### src/rtl/noc_peek_pkg.sv
// Shared types for the peek-port arbiter: arbitration mode, response owner
// and the tag that travels alongside each issued peek read.
package noc_peek_pkg;

  typedef enum logic {ARB_NORMAL, ARB_FORCE} arb_mode_t;
  typedef enum logic {OWN_P0, OWN_P1} peek_owner_t;

  typedef struct packed {
    logic        vld;
    peek_owner_t own;
  } peek_tag_t;

  localparam peek_tag_t TAG_EMPTY = '{vld: 1'b0, own: OWN_P0};

endpackage

### src/rtl/peek_port_arbiter_if.sv
// One reader's request/grant/response bundle; the reader is the master,
// the arbiter is the slave.
interface peek_port_arbiter_if #(
  parameter int ID_W   = 4,
  parameter int ADDR_W = 32,
  parameter int DATA_W = 32
);
  logic              req;
  logic [ID_W-1:0]   id;
  logic [ADDR_W-1:0] addr;
  logic              gnt;
  logic              rvalid;
  logic [DATA_W-1:0] rdata;

  modport master (output req, id, addr, input gnt, rvalid, rdata);
  modport slave  (input req, id, addr, output gnt, rvalid, rdata);
endinterface

### src/rtl/peek_port_arbiter_resp_pipe.sv
// Delay line carrying the owner tag of each issued peek read until its
// data is valid on peek_data.
module peek_resp_pipe
  import noc_peek_pkg::*;
#(
  parameter int DEPTH = 2
) (
  input  logic      clk,
  input  logic      rst_n,
  input  peek_tag_t tag_in,
  output peek_tag_t tag_out
);

  peek_tag_t stage [DEPTH];

  // NOTE: every stage is reset, not just the data path, so a reset drops any in-flight read.
  always_ff @(posedge clk or negedge rst_n) begin
    if (!rst_n) begin
      for (int i = 0; i < DEPTH; i++) stage[i] <= TAG_EMPTY;
    end else begin
      stage[0] <= tag_in;
      for (int i = 1; i < DEPTH; i++) stage[i] <= stage[i-1];
    end
  end

  assign tag_out = stage[DEPTH-1];

endmodule

### src/rtl/peek_port_arbiter.sv
// Shares the single debug peek port between the VGA reader (port 0, priority)
// and the UART dump reader (port 1, forced a slot after STARVE_MAX denials).
module peek_port_arbiter
  import noc_peek_pkg::*;
#(
  parameter int ID_W       = 4,
  parameter int ADDR_W     = 32,
  parameter int DATA_W     = 32,
  parameter int PEEK_LAT   = 1,
  parameter int STARVE_MAX = 8,
  parameter int IDLE_ID    = 15
) (
  input  logic              clk,
  input  logic              rst_n,
  peek_port_arbiter_if.slave r0,
  peek_port_arbiter_if.slave r1,
  output logic [ID_W-1:0]   peek_id,
  output logic [ADDR_W-1:0] peek_addr,
  input  logic [DATA_W-1:0] peek_data
);

  localparam int             CNT_W    = $clog2(STARVE_MAX) + 1;
  localparam logic [CNT_W-1:0] CNT_LAST = CNT_W'(STARVE_MAX - 1);

  arb_mode_t         mode, mode_nxt;
  logic [CNT_W-1:0]  starve_cnt, starve_nxt;
  logic              gnt0, gnt1;
  peek_tag_t         tag_in, tag_out;
  logic              rvalid0, rvalid1;
  logic [DATA_W-1:0] rdata0, rdata1;

  // NOTE: every output gets a default first so no path leaves a latch behind.
  always_comb begin
    gnt0       = 1'b0;
    gnt1       = 1'b0;
    mode_nxt   = mode;
    starve_nxt = starve_cnt;
    if (rst_n) begin
      case (mode)
        ARB_NORMAL: begin
          gnt0 = r0.req;
          gnt1 = !r0.req && r1.req;
          if (r1.req && !gnt1) begin
            if (starve_cnt == CNT_LAST) mode_nxt = ARB_FORCE;
            else                         starve_nxt = starve_cnt + 1'b1;
          end else begin
            starve_nxt = '0;
          end
        end
        ARB_FORCE: begin
          // Port 0 is held off; a dropped r1_req just returns to NORMAL.
          gnt1       = r1.req;
          mode_nxt   = ARB_NORMAL;
          starve_nxt = '0;
        end
        default: begin
          mode_nxt   = ARB_NORMAL;
          starve_nxt = '0;
        end
      endcase
    end
  end

  // NOTE: sequential state uses non-blocking assignments so all flops see pre-edge values.
  always_ff @(posedge clk or negedge rst_n) begin
    if (!rst_n) begin
      mode       <= ARB_NORMAL;
      starve_cnt <= '0;
    end else begin
      mode       <= mode_nxt;
      starve_cnt <= starve_nxt;
    end
  end

  always_ff @(posedge clk or negedge rst_n) begin
    if (!rst_n) begin
      peek_id   <= ID_W'(IDLE_ID);
      peek_addr <= '0;
    end else if (gnt0) begin
      peek_id   <= r0.id;
      peek_addr <= r0.addr;
    end else if (gnt1) begin
      peek_id   <= r1.id;
      peek_addr <= r1.addr;
    end else begin
      peek_id   <= ID_W'(IDLE_ID);
      peek_addr <= '0;
    end
  end

  assign tag_in = '{vld: gnt0 | gnt1, own: gnt1 ? OWN_P1 : OWN_P0};

  peek_resp_pipe #(.DEPTH(PEEK_LAT + 1)) u_resp_pipe (
    .clk     (clk),
    .rst_n   (rst_n),
    .tag_in  (tag_in),
    .tag_out (tag_out)
  );

  // The tag leaves the pipe in the cycle its data is on peek_data.
  always_ff @(posedge clk or negedge rst_n) begin
    if (!rst_n) begin
      rvalid0 <= 1'b0;
      rvalid1 <= 1'b0;
      rdata0  <= '0;
      rdata1  <= '0;
    end else begin
      rvalid0 <= tag_out.vld && (tag_out.own == OWN_P0);
      rvalid1 <= tag_out.vld && (tag_out.own == OWN_P1);
      if (tag_out.vld && tag_out.own == OWN_P0) rdata0 <= peek_data;
      if (tag_out.vld && tag_out.own == OWN_P1) rdata1 <= peek_data;
    end
  end

  assign r0.gnt    = gnt0;
  assign r1.gnt    = gnt1;
  assign r0.rvalid = rvalid0;
  assign r1.rvalid = rvalid1;
  assign r0.rdata  = rdata0;
  assign r1.rdata  = rdata1;

endmodule

### src/flat_wrapper.sv
// flat-port wrapper written by rule: the top's interface ports become plain ports
module peek_port_arbiter_flat import noc_peek_pkg::*;
#(
  parameter int ID_W       = 4,
  parameter int ADDR_W     = 32,
  parameter int DATA_W     = 32,
  parameter int PEEK_LAT   = 1,
  parameter int STARVE_MAX = 8,
  parameter int IDLE_ID    = 15
)
  (clk, rst_n, peek_id, peek_addr, peek_data, r0_req, r0_id, r0_addr, r0_gnt, r0_rvalid, r0_rdata, r1_req, r1_id, r1_addr, r1_gnt, r1_rvalid, r1_rdata);
  peek_port_arbiter_if #(.ID_W(ID_W), .ADDR_W(ADDR_W), .DATA_W(DATA_W)) r0_i ();
  peek_port_arbiter_if #(.ID_W(ID_W), .ADDR_W(ADDR_W), .DATA_W(DATA_W)) r1_i ();
  input  logic clk;
  input  logic rst_n;
  output logic [ID_W-1:0] peek_id;
  output logic [ADDR_W-1:0] peek_addr;
  input  logic [DATA_W-1:0] peek_data;
  input wire logic [$bits(r0_i.req)-1:0] r0_req;
  input wire logic [$bits(r0_i.id)-1:0] r0_id;
  input wire logic [$bits(r0_i.addr)-1:0] r0_addr;
  output wire logic [$bits(r0_i.gnt)-1:0] r0_gnt;
  output wire logic [$bits(r0_i.rvalid)-1:0] r0_rvalid;
  output wire logic [$bits(r0_i.rdata)-1:0] r0_rdata;
  input wire logic [$bits(r1_i.req)-1:0] r1_req;
  input wire logic [$bits(r1_i.id)-1:0] r1_id;
  input wire logic [$bits(r1_i.addr)-1:0] r1_addr;
  output wire logic [$bits(r1_i.gnt)-1:0] r1_gnt;
  output wire logic [$bits(r1_i.rvalid)-1:0] r1_rvalid;
  output wire logic [$bits(r1_i.rdata)-1:0] r1_rdata;
  assign r0_i.req = r0_req;
  assign r0_i.id = r0_id;
  assign r0_i.addr = r0_addr;
  assign r0_gnt = r0_i.gnt;
  assign r0_rvalid = r0_i.rvalid;
  assign r0_rdata = r0_i.rdata;
  assign r1_i.req = r1_req;
  assign r1_i.id = r1_id;
  assign r1_i.addr = r1_addr;
  assign r1_gnt = r1_i.gnt;
  assign r1_rvalid = r1_i.rvalid;
  assign r1_rdata = r1_i.rdata;
  peek_port_arbiter #(.ID_W(ID_W), .ADDR_W(ADDR_W), .DATA_W(DATA_W), .PEEK_LAT(PEEK_LAT), .STARVE_MAX(STARVE_MAX), .IDLE_ID(IDLE_ID)) u_core (.clk(clk), .rst_n(rst_n), .r0(r0_i), .r1(r1_i), .peek_id(peek_id), .peek_addr(peek_addr), .peek_data(peek_data));
endmodule
### config.mk
export PLATFORM = sky130hd
export DESIGN_NAME = peek_port_arbiter_flat
export DESIGN_NICKNAME = d
export VERILOG_FILES = /design/src/rtl/noc_peek_pkg.sv /design/src/rtl/peek_port_arbiter_if.sv /design/src/rtl/peek_port_arbiter_resp_pipe.sv /design/src/rtl/peek_port_arbiter.sv /design/src/flat_wrapper.sv
export SDC_FILE = /design/constraint.sdc
export NUM_CORES = 1
export LEC_CHECK = 0
export BUFFER_PORTS_ARGS = -buffer_cell sky130_fd_sc_hd__clkbuf_2
export CAP_MARGIN = 10
export CORE_ASPECT_RATIO = 0.75
export CORE_MARGIN = 4
export CORE_UTILIZATION = 45
export DETAILED_ROUTE_END_ITERATION = 16
export PLACE_DENSITY = 0.79
export SLEW_MARGIN = 20
export SYNTH_ARGS = -nofsm -noshare
export SYNTH_HDL_FRONTEND = slang
export SYNTH_HIERARCHICAL = 1
export SYNTH_SLANG_ARGS = --single-unit
### constraint.sdc
create_clock -name clk -period 1.7 [get_ports clk]
set_input_delay 0.34 -clock clk [delete_from_list [all_inputs] [get_ports clk]]
set_output_delay 0.34 -clock clk [all_outputs]
set_load 0.01 [all_outputs]
Word level (Yosys, flattened, before mapping)
Index checks and enable logic that the tools add are counted.
{"block": "op_classes", "n_addsub": 1, "eq_ne": 2, "mux": 15, "n_bitwise": 3, "n_reduce_logical": 7}
{"cell": "2-to-1 mux 32 bit", "n": 2}
{"cell": "2-to-1 mux 4 bit", "n": 4}
{"cell": "case mux 4 bit (2 select lines)", "n": 1}
{"cell": "2-to-1 mux 1 bit", "n": 6}
{"cell": "adder 4 x 1 -> 4 bit, second input constant", "n": 1}
{"cell": "== test 4 x 3 -> 1 bit, second input constant", "n": 1}
{"cell": "logical AND 1 bit", "n": 4}
{"cell": "case mux 1 bit (2 select lines)", "n": 2}
{"cell": "!= test 3 bit, second input constant", "n": 1}
{"cell": "zero test 1 bit", "n": 2}
{"cell": "inverter 1 bit", "n": 2}
{"cell": "AND reduction 2 bit", "n": 1}
{"cell": "OR 1 bit", "n": 1}
{"block": "totals", "ff_bits": 111, "input_bits": 108, "out_inout_bits": 104, "wordCells": 40}

Logic depth before layout (Yosys ltp)
Gate-level depths: netlist of the first run.
{"block": "depth", "depth_word": 6, "ltp_mapped": 6, "ltp_nobuf": 4}

Cells and area by module
The synthesis of the first run kept the hierarchy.
{"mod": "peek_port_arbiter", "n_inst": 1, "cells_per_inst": 249, "area_each_um2": 4081.4, "seq_area_each_um2": 2682.6}
{"mod": "peek_resp_pipe", "n_inst": 1, "cells_per_inst": 6, "area_each_um2": 115.1, "seq_area_each_um2": 100.1}

Least setup slack after synthesis of the first run
Ideal clock, no wire load.
{"block": "synth_timing", "path_type": "reg2reg", "from": "reg u_core.u_resp_pipe.stage, in the netlist u_core/u_resp_pipe/tag_out[0]", "to": "reg u_core.rdata0[10] (netlist: u_core/r0.rdata[10])", "setup_ns": 0.127, "t_arrival_ns": 1.179, "required_ns": 1.573, "slack_ns": 0.393, "stages_incl_launch_ff": 6, "n_path_buf": 3, "period_less_slack_ns": 1.307, "cell_sequence": "dfrtp_1 -> buf_4 -> nor2b_1 -> buf_2 -> buf_6 -> mux2_1"}
{"block": "synth_via", "elab_chain_len": 2}
{"item": "start, declared", "line_no": "peek_port_arbiter_resp_pipe.sv:14", "text": "peek_tag_t stage [DEPTH];"}
{"item": "inverter 1 bit", "line_no": "peek_port_arbiter.sv:110", "text": "if (tag_out.vld && tag_out.own == OWN_P0) rdata0 <= peek_data;"}
{"item": "logical AND 1 bit", "line_no": "peek_port_arbiter.sv:110"}
{"item": "end signal, assigned", "line_no": "peek_port_arbiter.sv:110"}
{"item": "end, declared", "line_no": "peek_port_arbiter.sv:30", "text": "logic [DATA_W-1:0] rdata0, rdata1;"}
Every way passes these cells.
A chain may end at the register's enable or synchronous reset.

Final worst setup path of the first run
{"block": "layout_timing", "from": "reg u_core.mode", "to": "out r1_gnt"}
{"block": "layout_via", "elab_chain_len": 3}
{"item": "start, declared", "line_no": "peek_port_arbiter.sv:25", "text": "arb_mode_t mode, mode_nxt;"}
{"item": "start signal, assigned", "line_no": "peek_port_arbiter.sv:70", "text": "mode <= mode_nxt;"}
{"item": "inverter 1 bit", "line_no": "peek_port_arbiter.sv:39", "text": "case (mode)"}
{"item": "case mux 1 bit (2 select lines) *", "line_no": "peek_port_arbiter.sv:39"}
{"item": "2-to-1 mux 1 bit *", "line_no": "peek_port_arbiter.sv:38", "text": "if (rst_n) begin"}
{"item": "end, declared", "line_no": "flat_wrapper.sv:28", "text": "output wire logic [$bits(r1_i.gnt)-1:0] r1_gnt;"}
Every way passes the cells marked *; elsewhere a longest branch is shown, timed or not.

==> run summary, run 1 <==
• **Final nets** 583
• **category of the critical setup timing path** reg2out
• **nature of the critical path startpoint** flop
• **TritonCTS Buffers** 9
• **Routed wire per std cell** 16.6 um
• **DP Worst Slack** 0.207 ns
• **top post-synthesis cells by area** dfrtp_1, mux2_1, mux2_2, a22o_1, dfstp_2
• **hold path endpoint** u_core/peek_addr[15]
• **I/O pin count** 212
• **worst-case register-to-register setup slack** 0.16 ns
• **PortBufs** 211
• **number of clock sinks seen by CTS** 111
• **count of yosys warnings during synthesis** 6
• **number of DRC markers in iteration 0** 92
• **routability congestion estimate from global placement** 0.823
• **Initial Util** 46.2%
• **crit path DAT** 1.30 ns
• **antenna diode instance count** 0
• **max-slew headroom at the worst pin** 66.4%
• **worst r2r dst** u_core/peek_addr[25]
• **Cell variety after synth** 30
• **Die Outline Area** 0.0110 mm^2
• **type of destination of the critical path** output port
• **setup TNS** 0 ns
• **Site Rows** 30
• **final clock period utilization by the worst path** 96.5%
• **largest driver fanout on the critical path** 5
• **FF-to-FF path depth** 6
• **detail-routed via count per cell** 4.80
• **highest clock frequency the design can meet** 0.610 GHz
• **Post-Syn Instances** 255
• **residual DRC count** 0
• **cell breakdown of the critical path** nor2b_4 -> or2_4 -> inv_8 -> clkbuf_2
• **Final Hold Fails** 0
• **setup clock skew after layout** 0.00393 ns
• **Clock H-tree levels** 3
• **Worst Max-Slew Pin Slew** 0.503 ns
• **global-route wire length before repair** 16000 um
• **number of iterations in the first detailed-routing pass** 4
• **number of enable flip-flop cells after synthesis** 0
• **proportion of synthesized flip-flops having asynchronous set or reset** 100%
• **count of nets left with antenna violations after detail routing** 0
• **biggest cell delay along the critical path** 0.42 ns
• **Post-Syn Area** 0.00420 mm^2
• **worst min-delay path startpoint** r1_addr[15]
• **via count of the first global-routing pass** 3145
• **Chip Height** 91.6 um
• **library cell contributing the largest single delay on the critical path** dfrtp_1
• **CTS Buffer Depth** 2
• **RR Startpoint** u_core/mode
• **number of instances on the worst hold path** 2
• **share of final-layout standard cells stronger than drive strength 1** 56.8%
• **time the worst path needs with I/O delays and setup** 1.64 ns
• **final setup violating endpoints** 0
• **final critical-path setup slack** 0.0595 ns
• **area grow syn2layout** 35.1%
• **outcome** finished, final reports clean
• **area of the placeable core** 0.00908 mm^2
• **drt total wl** 10100 um
• **power per cell area** 1140 mW/mm^2
• **share of the yosys chip area belonging to registers** 66.3%
• **flops & latches, synth** 111
• **total via count in the routed design** 2913
• **latest clock arrival within the worst-skew pair** 0.34 ns
• **nets in the synthesized netlist** 364
• **clock tree from TritonCTS** yes
• **Clock transition at path regs** 0.07 ns
• **root buffer selected by CTS** clkbuf_16
• **antenna violations before repair** 0
• **Die Width** 120 um
• **cell type contributing the most total cell area after synthesis** dfrtp_1
• **main flop type after synthesis** dfrtp_1
• **global routing usage summed across all routing layers** 18.8%
• **final global-route overflow total** 0
• **final-report max-slew violation count** 0
• **cell leakage power** 2.95 nW
• **maximum number of pins on one net before global-route repair** 98
• **Avg Inst Size Synth** 16.5 um^2
• **max-cap violation count** 0
• **number of filler instances in the final layout** 721
• **maximum VDD drop** 0.000572 V
• **HPWL reported at the end of detailed placement** 7650 um
• **RSZ-0062 raised after global routing** false
• **class of the tightest hold or removal check** in2reg
• **worst path required time** 1.36 ns
• **portion of synthesized cell area occupied by the leading cell type** 63.8%
[worst max-delay path by stage]
| stage | start | to | slack (ns) | cells after the start |
|---|---|---|---|---|
| 2_1_floorplan | u_core/u_resp_pipe/tag_out[0] | u_core/r0.rdata[10] | 0.39 | 5 |
| 3_3_place_gp | rst_n | r1_gnt | 0.23 | 5 |
| 3_5_place_dp | rst_n | u_core/peek_addr[21] | 0.21 | 6 |
| 4_1_cts | u_core/mode | r1_gnt | 0.04 | 4 |
| 5_1_grt | u_core/mode | r1_gnt | 0.002 | 4 |
| 6_report | u_core/mode | r1_gnt | 0.06 | 4 |
[worst max-delay path, delay by kind of cell (launching register included)]
family	cells	cell delay, ns
flops	1	0.42
buf+inv	2	0.18
simple gates	2	0.36
[metrics by stage]
stage	util, %	total power (W)	std cells	area [um^2]	hold slack [ns]
finish	62.4	0.00648	607	5670	0.209
global route	62.4	0.00682	607	5670	0.196
CTS	62.4	0.00658	607	5660	0.193
detailed placement	58.7	0.00446	587	5330	0.200
global placement	58.7	0.00440	587	5330	0.198
floorplan	-	0.00379	255	4200	0.0444
[cells by family after synthesis]
logic type                 count (synthesis)  share of synthesized area, %
buffers and inverters                     20                          4.68
AOI/OAI and AO/OA                         45                          8.94
adders and majority gates                  1                         0.298
muxes                                     66                          17.7
and+or+nand+nor                           12                          2.06
DFF                                      111                          66.3
[synth_stat cells (2+ instances only)]
cell type and count:
dfrtp_1 107, mux2_1 39, a22o_1 33, mux2_2 27, buf_6 7, buf_2 4
dfstp_2 4, o22a_1 4, buf_12 3, inv_1 3, a21oi_1 2, buf_4 2
nand2_1 2, nand2_2 2
[registers in the layout, indices dropped and copies added (netlist names)]
name	cells
u_core/mode	1
u_core/peek_addr	32
u_core/peek_id	4
u_core/r0.rdata	32
u_core/r0.rvalid	1
u_core/r1.rdata	32
u_core/r1.rvalid	1
u_core/starve_cnt	4
u_core/u_resp_pipe/stage	2
u_core/u_resp_pipe/tag_out	2
[cell type report]
type	count	area [um^2]	share of cell area, %
Clock buffer	11	233	4.11
Clock inverter	5	65.1	1.15
Inverter	4	22.5	0.397
Multi-Input combinational cell	124	1220	21.6
Sequential cell	111	2780	49.1
Tap cell	128	160	2.83
Timing Repair Buffer	224	1180	20.8
[power by group]
group	total, W	internal (W)	switching, W
clock	0.00208	0.00116	0.000924
combinational	0.00121	0.000599	0.000608
sequential	0.00319	0.00301	0.000175
total	0.00648	0.00477	0.00171
[layer usage]
metal	track usage, %	share of wire, %
met5	0	0
met4	4.67	1.1
met3	7.03	7.3
met2	31.8	49
met1	23.1	43
[timing repair]
item                                    4_1_cts  5_1_grt
buffers inserted                              1        0
endpoints found under the setup margin        1        2
endpoints found under the hold margin         5        0
resized for setup                             0        1
hold buffers                                  3        0
[cells in the final DEF (no fill, tap or decap), drive strengths merged, types with 2 or more instances in the layout]
cell and n:
a21oi 2, nand2 4, o22a 4, a22o 33, mux2 66, clkbuf 221, dlygate4sd3 3, dfstp 4
clkinv 2, inv 6, nor2b 2, buf 11, dfrtp 107
No activity file was read; power rests on OpenSTA's default activity.
==> run 2, diff against run 1 <==
- ABC_AREA: default -> 1
- CORE_MARGIN: 4 -> 2
- CORE_UTILIZATION: 45 -> 46
- PLACE_DENSITY: 0.79 -> 0.8
==> run summary, run 2 <==
• **power per cell area** 1150 mW/mm^2
• **nature of the critical path startpoint** flop
• **antenna violations before repair** 0
• **I/O pin count** 212
• **post-synthesis mux area share** 0%
• **outcome** finished, final reports clean
• **portion of synthesized cell area occupied by the leading cell type** 60.8%
• **xor and xnor area share after synthesis** 0%
• **number of setup buffers added after CTS** 0
• **share of the yosys chip area belonging to registers** 63.2%
• **Die Width** 117 um
• **final setup violating endpoints** 0
• **residual DRC count** 0
• **post-layout util** 63.8%
• **area of the placeable core** 0.00916 mm^2
• **most used cells in the layout excluding fill and tap cells** clkbuf_2, nand2_1, dfrtp_1, inv_1, o21ai_0
• **type of destination of the critical path** output port
• **count of yosys warnings during synthesis** 6
• **TritonCTS Buffers** 9
• **Site Rows** 30
• **Post-Syn Area** 0.00440 mm^2
• **number of enable flip-flop cells after synthesis** 0
• **library cell contributing the largest single delay on the critical path** dfrtp_1
• **Avg Inst Size Synth** 9.81 um^2
• **post-synthesis adder-cell area fraction** 0.284%
• **library cell with the highest instance count after synthesis** nand2_1
• **final clock period utilization by the worst path** 93.8%
• **number of filler instances in the final layout** 791
• **Final nets** 767
• **class of the tightest hold or removal check** in2async
• **category of the critical setup timing path** reg2out
• **max-cap violation count** 0
• **cell leakage power** 3.43 nW
• **area grow syn2layout** 32.7%
• **category of cells accounting for the largest share of critical-path delay** flip-flops
• **final global-route overflow total** 0
• **time the worst path needs with I/O delays and setup** 1.60 ns
• **Die Outline Area** 0.0104 mm^2
• **flops & latches, synth** 111
• **maximum VDD drop** 0.000515 V
• **critical path buffer and inverter count** 2
• **Routed wire per std cell** 13.9 um
• **Placed Instances** 774
• **final-report max-slew violation count** 0
• **detail-routed via count per cell** 4.64
• **RSZ-0062 raised after global routing** false
• **proportion of synthesized flip-flops having asynchronous set or reset** 100%
• **biggest cell delay along the critical path** 0.44 ns
• **CTS Buffer Depth** 2
• **via count of the first global-routing pass** 3554
• **FF-to-FF path depth** 4
• **cell type contributing the most total cell area after synthesis** dfrtp_1
• **combinational family with the most area after synthesis** simple AND/OR/NAND/NOR gates
• **root buffer selected by CTS** clkbuf_16
• **fraction of the mapped netlist area in compound gates** 10.0%
• **setup clock skew after layout** 0.00542 ns
• **crit path DAT** 1.26 ns
• **routability congestion estimate from global placement** 0.837
• **drt total wl** 11000 um
• **Clock transition at path regs** 0.07 ns
• **count of non-filler cells in the finished layout** 790
• **most used standard cells in the synthesized netlist** nand2_1, dfrtp_1, inv_1
• **count of nets left with antenna violations after detail routing** 0
• **Chip Height** 88.7 um
• **post_cts resized** 0
• **RR Startpoint** u_core/u_resp_pipe/tag_out[0]
• **nets in the synthesized netlist** 558
• **cell breakdown of the critical path** nor2_4 -> nand2_4 -> inv_4 -> clkbuf_2
• **worst r2r dst** u_core/r0.rdata[13]
• **most common cell after layout, fill and taps aside** clkbuf_2
• **worst path required time** 1.36 ns
• **worst-case register-to-register setup slack** 0.30 ns
• **clock tree from TritonCTS** yes
• **share of final-layout standard cells stronger than drive strength 1** 40.5%
• **number of clock sinks seen by CTS** 111
• **number of iterations in the first detailed-routing pass** 6
• **main flop type after synthesis** dfrtp_1
• **maximum number of pins on one net before global-route repair** 67
• **DP Worst Slack** 0.291 ns
• **Worst Max-Slew Pin Slew** 0.841 ns
• **total via count in the routed design** 3664
• **highest clock frequency the design can meet** 0.627 GHz
• **Post-Syn Instances** 449
• **global-route wire length before repair** 17000 um
• **Final Hold Fails** 0
• **largest driver fanout on the critical path** 6
• **setup TNS** 0 ns
• **antenna diode instance count** 0
• **global routing usage summed across all routing layers** 21.4%
• **final critical-path setup slack** 0.105 ns
• **top post-synthesis cells by area** dfrtp_1, nand2_1, o21ai_2, o21ai_0, inv_1
• **number of DRC markers in iteration 0** 164
• **latest clock arrival within the worst-skew pair** 0.34 ns
• **HPWL reported at the end of detailed placement** 8220 um
• **Clock H-tree levels** 3
• **PortBufs** 211
• **post-synthesis simple-gate area fraction** 18.0%
• **max-slew headroom at the worst pin** 44.0%
• **Cell variety after synth** 24
• **Initial Util** 48.1%
[run 2: cell count changes after synthesis, moves of 4 or more]
cell / previous run / this run
nand2_1: 2 / 179
inv_1: 3 / 47
mux2_1: 39 / 0
o21ai_0: 1 / 36
a22o_1: 33 / 0
mux2_2: 27 / 0
o21ai_2: 0 / 23
o21ai_1: 0 / 9
nand3_1: 0 / 5
buf_6: 7 / 11
clkbuf_1: 0 / 4
o22a_1: 4 / 0
[run 2: layer usage]
metal	up-vias	wire, um	global-route usage, %
met3	14	940	8.15
met1	1717	4410	25.3
li1	1790	-	-
met5	-	0	0
met4	0	149	6.52
met2	143	5520	36.7
[run 2: worst max-delay path by stage]
stage / start / endpoint / slack, ns / cells past startpoint
after floorplan: u_core/mode / r0_gnt / 0.45 / 4
after global placement: u_core/u_resp_pipe/tag_out[0] / u_core/r0.rdata[1] / 0.35 / 4
after detailed placement: r0_req / u_core/peek_addr[22] / 0.29 / 8
after CTS: u_core/mode / r0_gnt / 0.06 / 4
after global routing: u_core/mode / r0_gnt / 0.02 / 4
final: u_core/mode / r0_gnt / 0.10 / 4
[run 2: cells by family (layout without fill, tap and decap cells)]
kind of cell | count (synthesis) | after routing
AO/OA/AOI/OAI | 70 | 70
adder cells (fa/ha/maj) | 1 | 1
buffers and inverters | 71 | 284
flip-flops | 111 | 111
AND/OR/NAND/NOR | 196 | 196
[run 2: per-stage QoR]
stage / power [W] / area, um^2 / hold WS, ns
2_1_floorplan: 0.00394 / 4400 / 0.0444
6_report: 0.00674 / 5840 / 0.0273
5_1_grt: 0.00710 / 5840 / 0.0100
3_3_place_gp: 0.00457 / 5530 / 0.192
4_1_cts: 0.00682 / 5840 / 0.0120
3_5_place_dp: 0.00463 / 5530 / 0.193
[run 2: worst register-to-register path: cells and delay by family (launching register included)]
kind / cells / cell delay, ns
buf+inv: 1 / 0.31
simple gates: 2 / 0.50
flops: 1 / 0.39
compound gates: 1 / 0.06
[run 2: layout make-up]
class,count,area [um^2],share of cell area (%)
clock buffer,12,236,4.05
tap,128,160,2.74
timing repair buffer,221,1160,19.9
sequential,111,2780,47.6
inverter,48,183,3.13
multi-input combinational,267,1250,21.4
clock inverter,3,68.8,1.18
[run 2: where the power goes]
part,internal [W],switching [W]
combinational,0.000554,0.000770
sequential,0.00304,0.000209
clock,0.00129,0.000884
[run 2: what timing repair did]
action                                  CTS  global route
endpoints found under the hold margin     3             0
hold buffers                              1             0
endpoints found under the setup margin    0             1
==> run 3, diff against run 2 <==
- CTS_CLUSTER_SIZE: default -> 40
- PLACE_DENSITY: 0.8 -> 0.77
==> run summary, run 3 (synthesis gave the netlist of run 2 again) <==
• **FF-to-FF path depth** 6
• **number of clock sinks seen by CTS** 111
• **type of destination of the critical path** output port
• **Final nets** 769
• **category of the critical setup timing path** reg2out
• **final worst hold slack** 0.114 ns
• **hold-fix buffers at CTS** 0
• **area of the placeable core** 0.00916 mm^2
• **final global-route overflow total** 0
• **final clock period utilization by the worst path** 95.4%
• **outcome** finished, final reports clean
• **total via count in the routed design** 3614
• **Worst Max-Slew Pin Slew** 0.456 ns
• **max-cap violation count** 0
• **number of filler instances in the final layout** 786
• **number of setup buffers added after CTS** 0
• **global-route wire length before repair** 15900 um
• **nature of the critical path startpoint** flop
• **largest driver fanout on the critical path** 6
• **time the worst path needs with I/O delays and setup** 1.62 ns
• **latest clock arrival within the worst-skew pair** 0.34 ns
• **CTS Buffer Depth** 2
• **Placed Instances** 773
• **Site Rows** 30
• **setup clock skew after layout** 0.00762 ns
• **area grow syn2layout** 33.1%
• **Clock H-tree levels** 3
• **Clock transition at path regs** 0.07 ns
• **number of DRC markers in iteration 0** 188
• **I/O pin count** 212
• **residual DRC count** 0
• **cell leakage power** 3.44 nW
• **most used cells in the layout excluding fill and tap cells** clkbuf_2, nand2_1, dfrtp_1, inv_1, o21ai_0
• **antenna diode instance count** 0
• **setup TNS** 0 ns
• **crit path DAT** 1.28 ns
• **Initial Util** 48.1%
• **antenna violations before repair** 0
• **maximum number of pins on one net before global-route repair** 80
• **RSZ-0062 raised after global routing** false
• **post_cts resized** 0
• **count of nets left with antenna violations after detail routing** 0
• **share of final-layout standard cells stronger than drive strength 1** 41.2%
• **via count of the first global-routing pass** 3387
• **most common cell after layout, fill and taps aside** clkbuf_2
• **worst path required time** 1.36 ns
• **detail-routed via count per cell** 4.56
• **final-report max-slew violation count** 0
• **global routing usage summed across all routing layers** 20.2%
• **routability congestion estimate from global placement** 0.829
• **PortBufs** 211
• **final setup violating endpoints** 0
• **max-slew headroom at the worst pin** 69.6%
• **power per cell area** 1140 mW/mm^2
• **Routed wire per std cell** 13.1 um
• **launching element of the worst setup path** u_core/mode
• **Chip Height** 88.7 um
• **clock tree from TritonCTS** yes
• **drt total wl** 10400 um
• **class of the tightest hold or removal check** in2async
• **RR Startpoint** u_core/mode
• **HPWL reported at the end of detailed placement** 7890 um
• **Die Width** 117 um
• **count of non-filler cells in the finished layout** 793
• **Die Outline Area** 0.0104 mm^2
• **highest clock frequency the design can meet** 0.617 GHz
• **number of iterations in the first detailed-routing pass** 4
• **maximum VDD drop** 0.000667 V
• **TritonCTS Buffers** 9
• **Final Hold Fails** 0
• **root buffer selected by CTS** clkbuf_16
## run 3: cell count changes in the layout (fill, tap and decap cells not counted), sizes merged
cell / previous run / this run
inv: 48 / 50
clkinv: 1 / 2
bufinv: 2 / 1
clkinvlp: 0 / 1
dlygate4sd3: 1 / 0
buf: 10 / 13
clkbuf: 222 / 220
## run 3: cell type report
class,instances,area (um^2),area share (%)
Timing Repair Buffer,223,1190,20.2
Inverter,48,183,3.12
Tap cell,128,160,2.73
Clock inverter,6,68.8,1.17
Clock buffer,10,229,3.91
Sequential cell,111,2780,47.5
Multi-Input combinational cell,267,1250,21.3
## run 3: critical path, stage by stage, from the launching register on
cell and delay, ns:
dfrtp_1 0.45, nor2_4 0.20, nand2_4 0.10, inv_4 0.06
clkbuf_2 0.12
## run 3: final timing paths
path | slack (ns) | endpoint
min in group clk | 0.18 | u_core/peek_addr[19]
worst min register to register | 0.35 | u_core/u_resp_pipe/tag_out[1]
max in group asynchronous | 1.19 | u_core/peek_id[1]
worst max-delay path | 0.08 | r0_gnt
worst min-delay path | 0.11 | u_core/r0.rdata[31]
worst max register to register | 0.32 | u_core/peek_addr[15]
## run 3: power by group
group	internal [W]	leakage [nW]	switching, W
combinational	0.000564	1.91	0.000758
sequential	0.00303	1.39	0.000205
clock	0.00115	0.143	0.000942
## run 3: routing by layer
metal	part of all wire [%]	wire (um)	GRT usage, %	vias to the layer above
met3	9.1	949	8.84	13
li1	-	-	-	1802
met5	0	0	0	-
met1	41	4210	24.0	1671
met2	49	5110	33.8	128
met4	1.2	121	5.45	0
## run 3: through the flow
stage	utilization (%)	setup slack, ns	area, um^2	power, W
after global placement	60.4	0.344	5530	0.00457
after global routing	64.0	0.00559	5860	0.00703
after CTS	63.7	0.0264	5830	0.00674
after detailed placement	60.4	0.307	5530	0.00462
after floorplan	-	0.447	4400	0.00394
final	64.0	0.0785	5860	0.00666
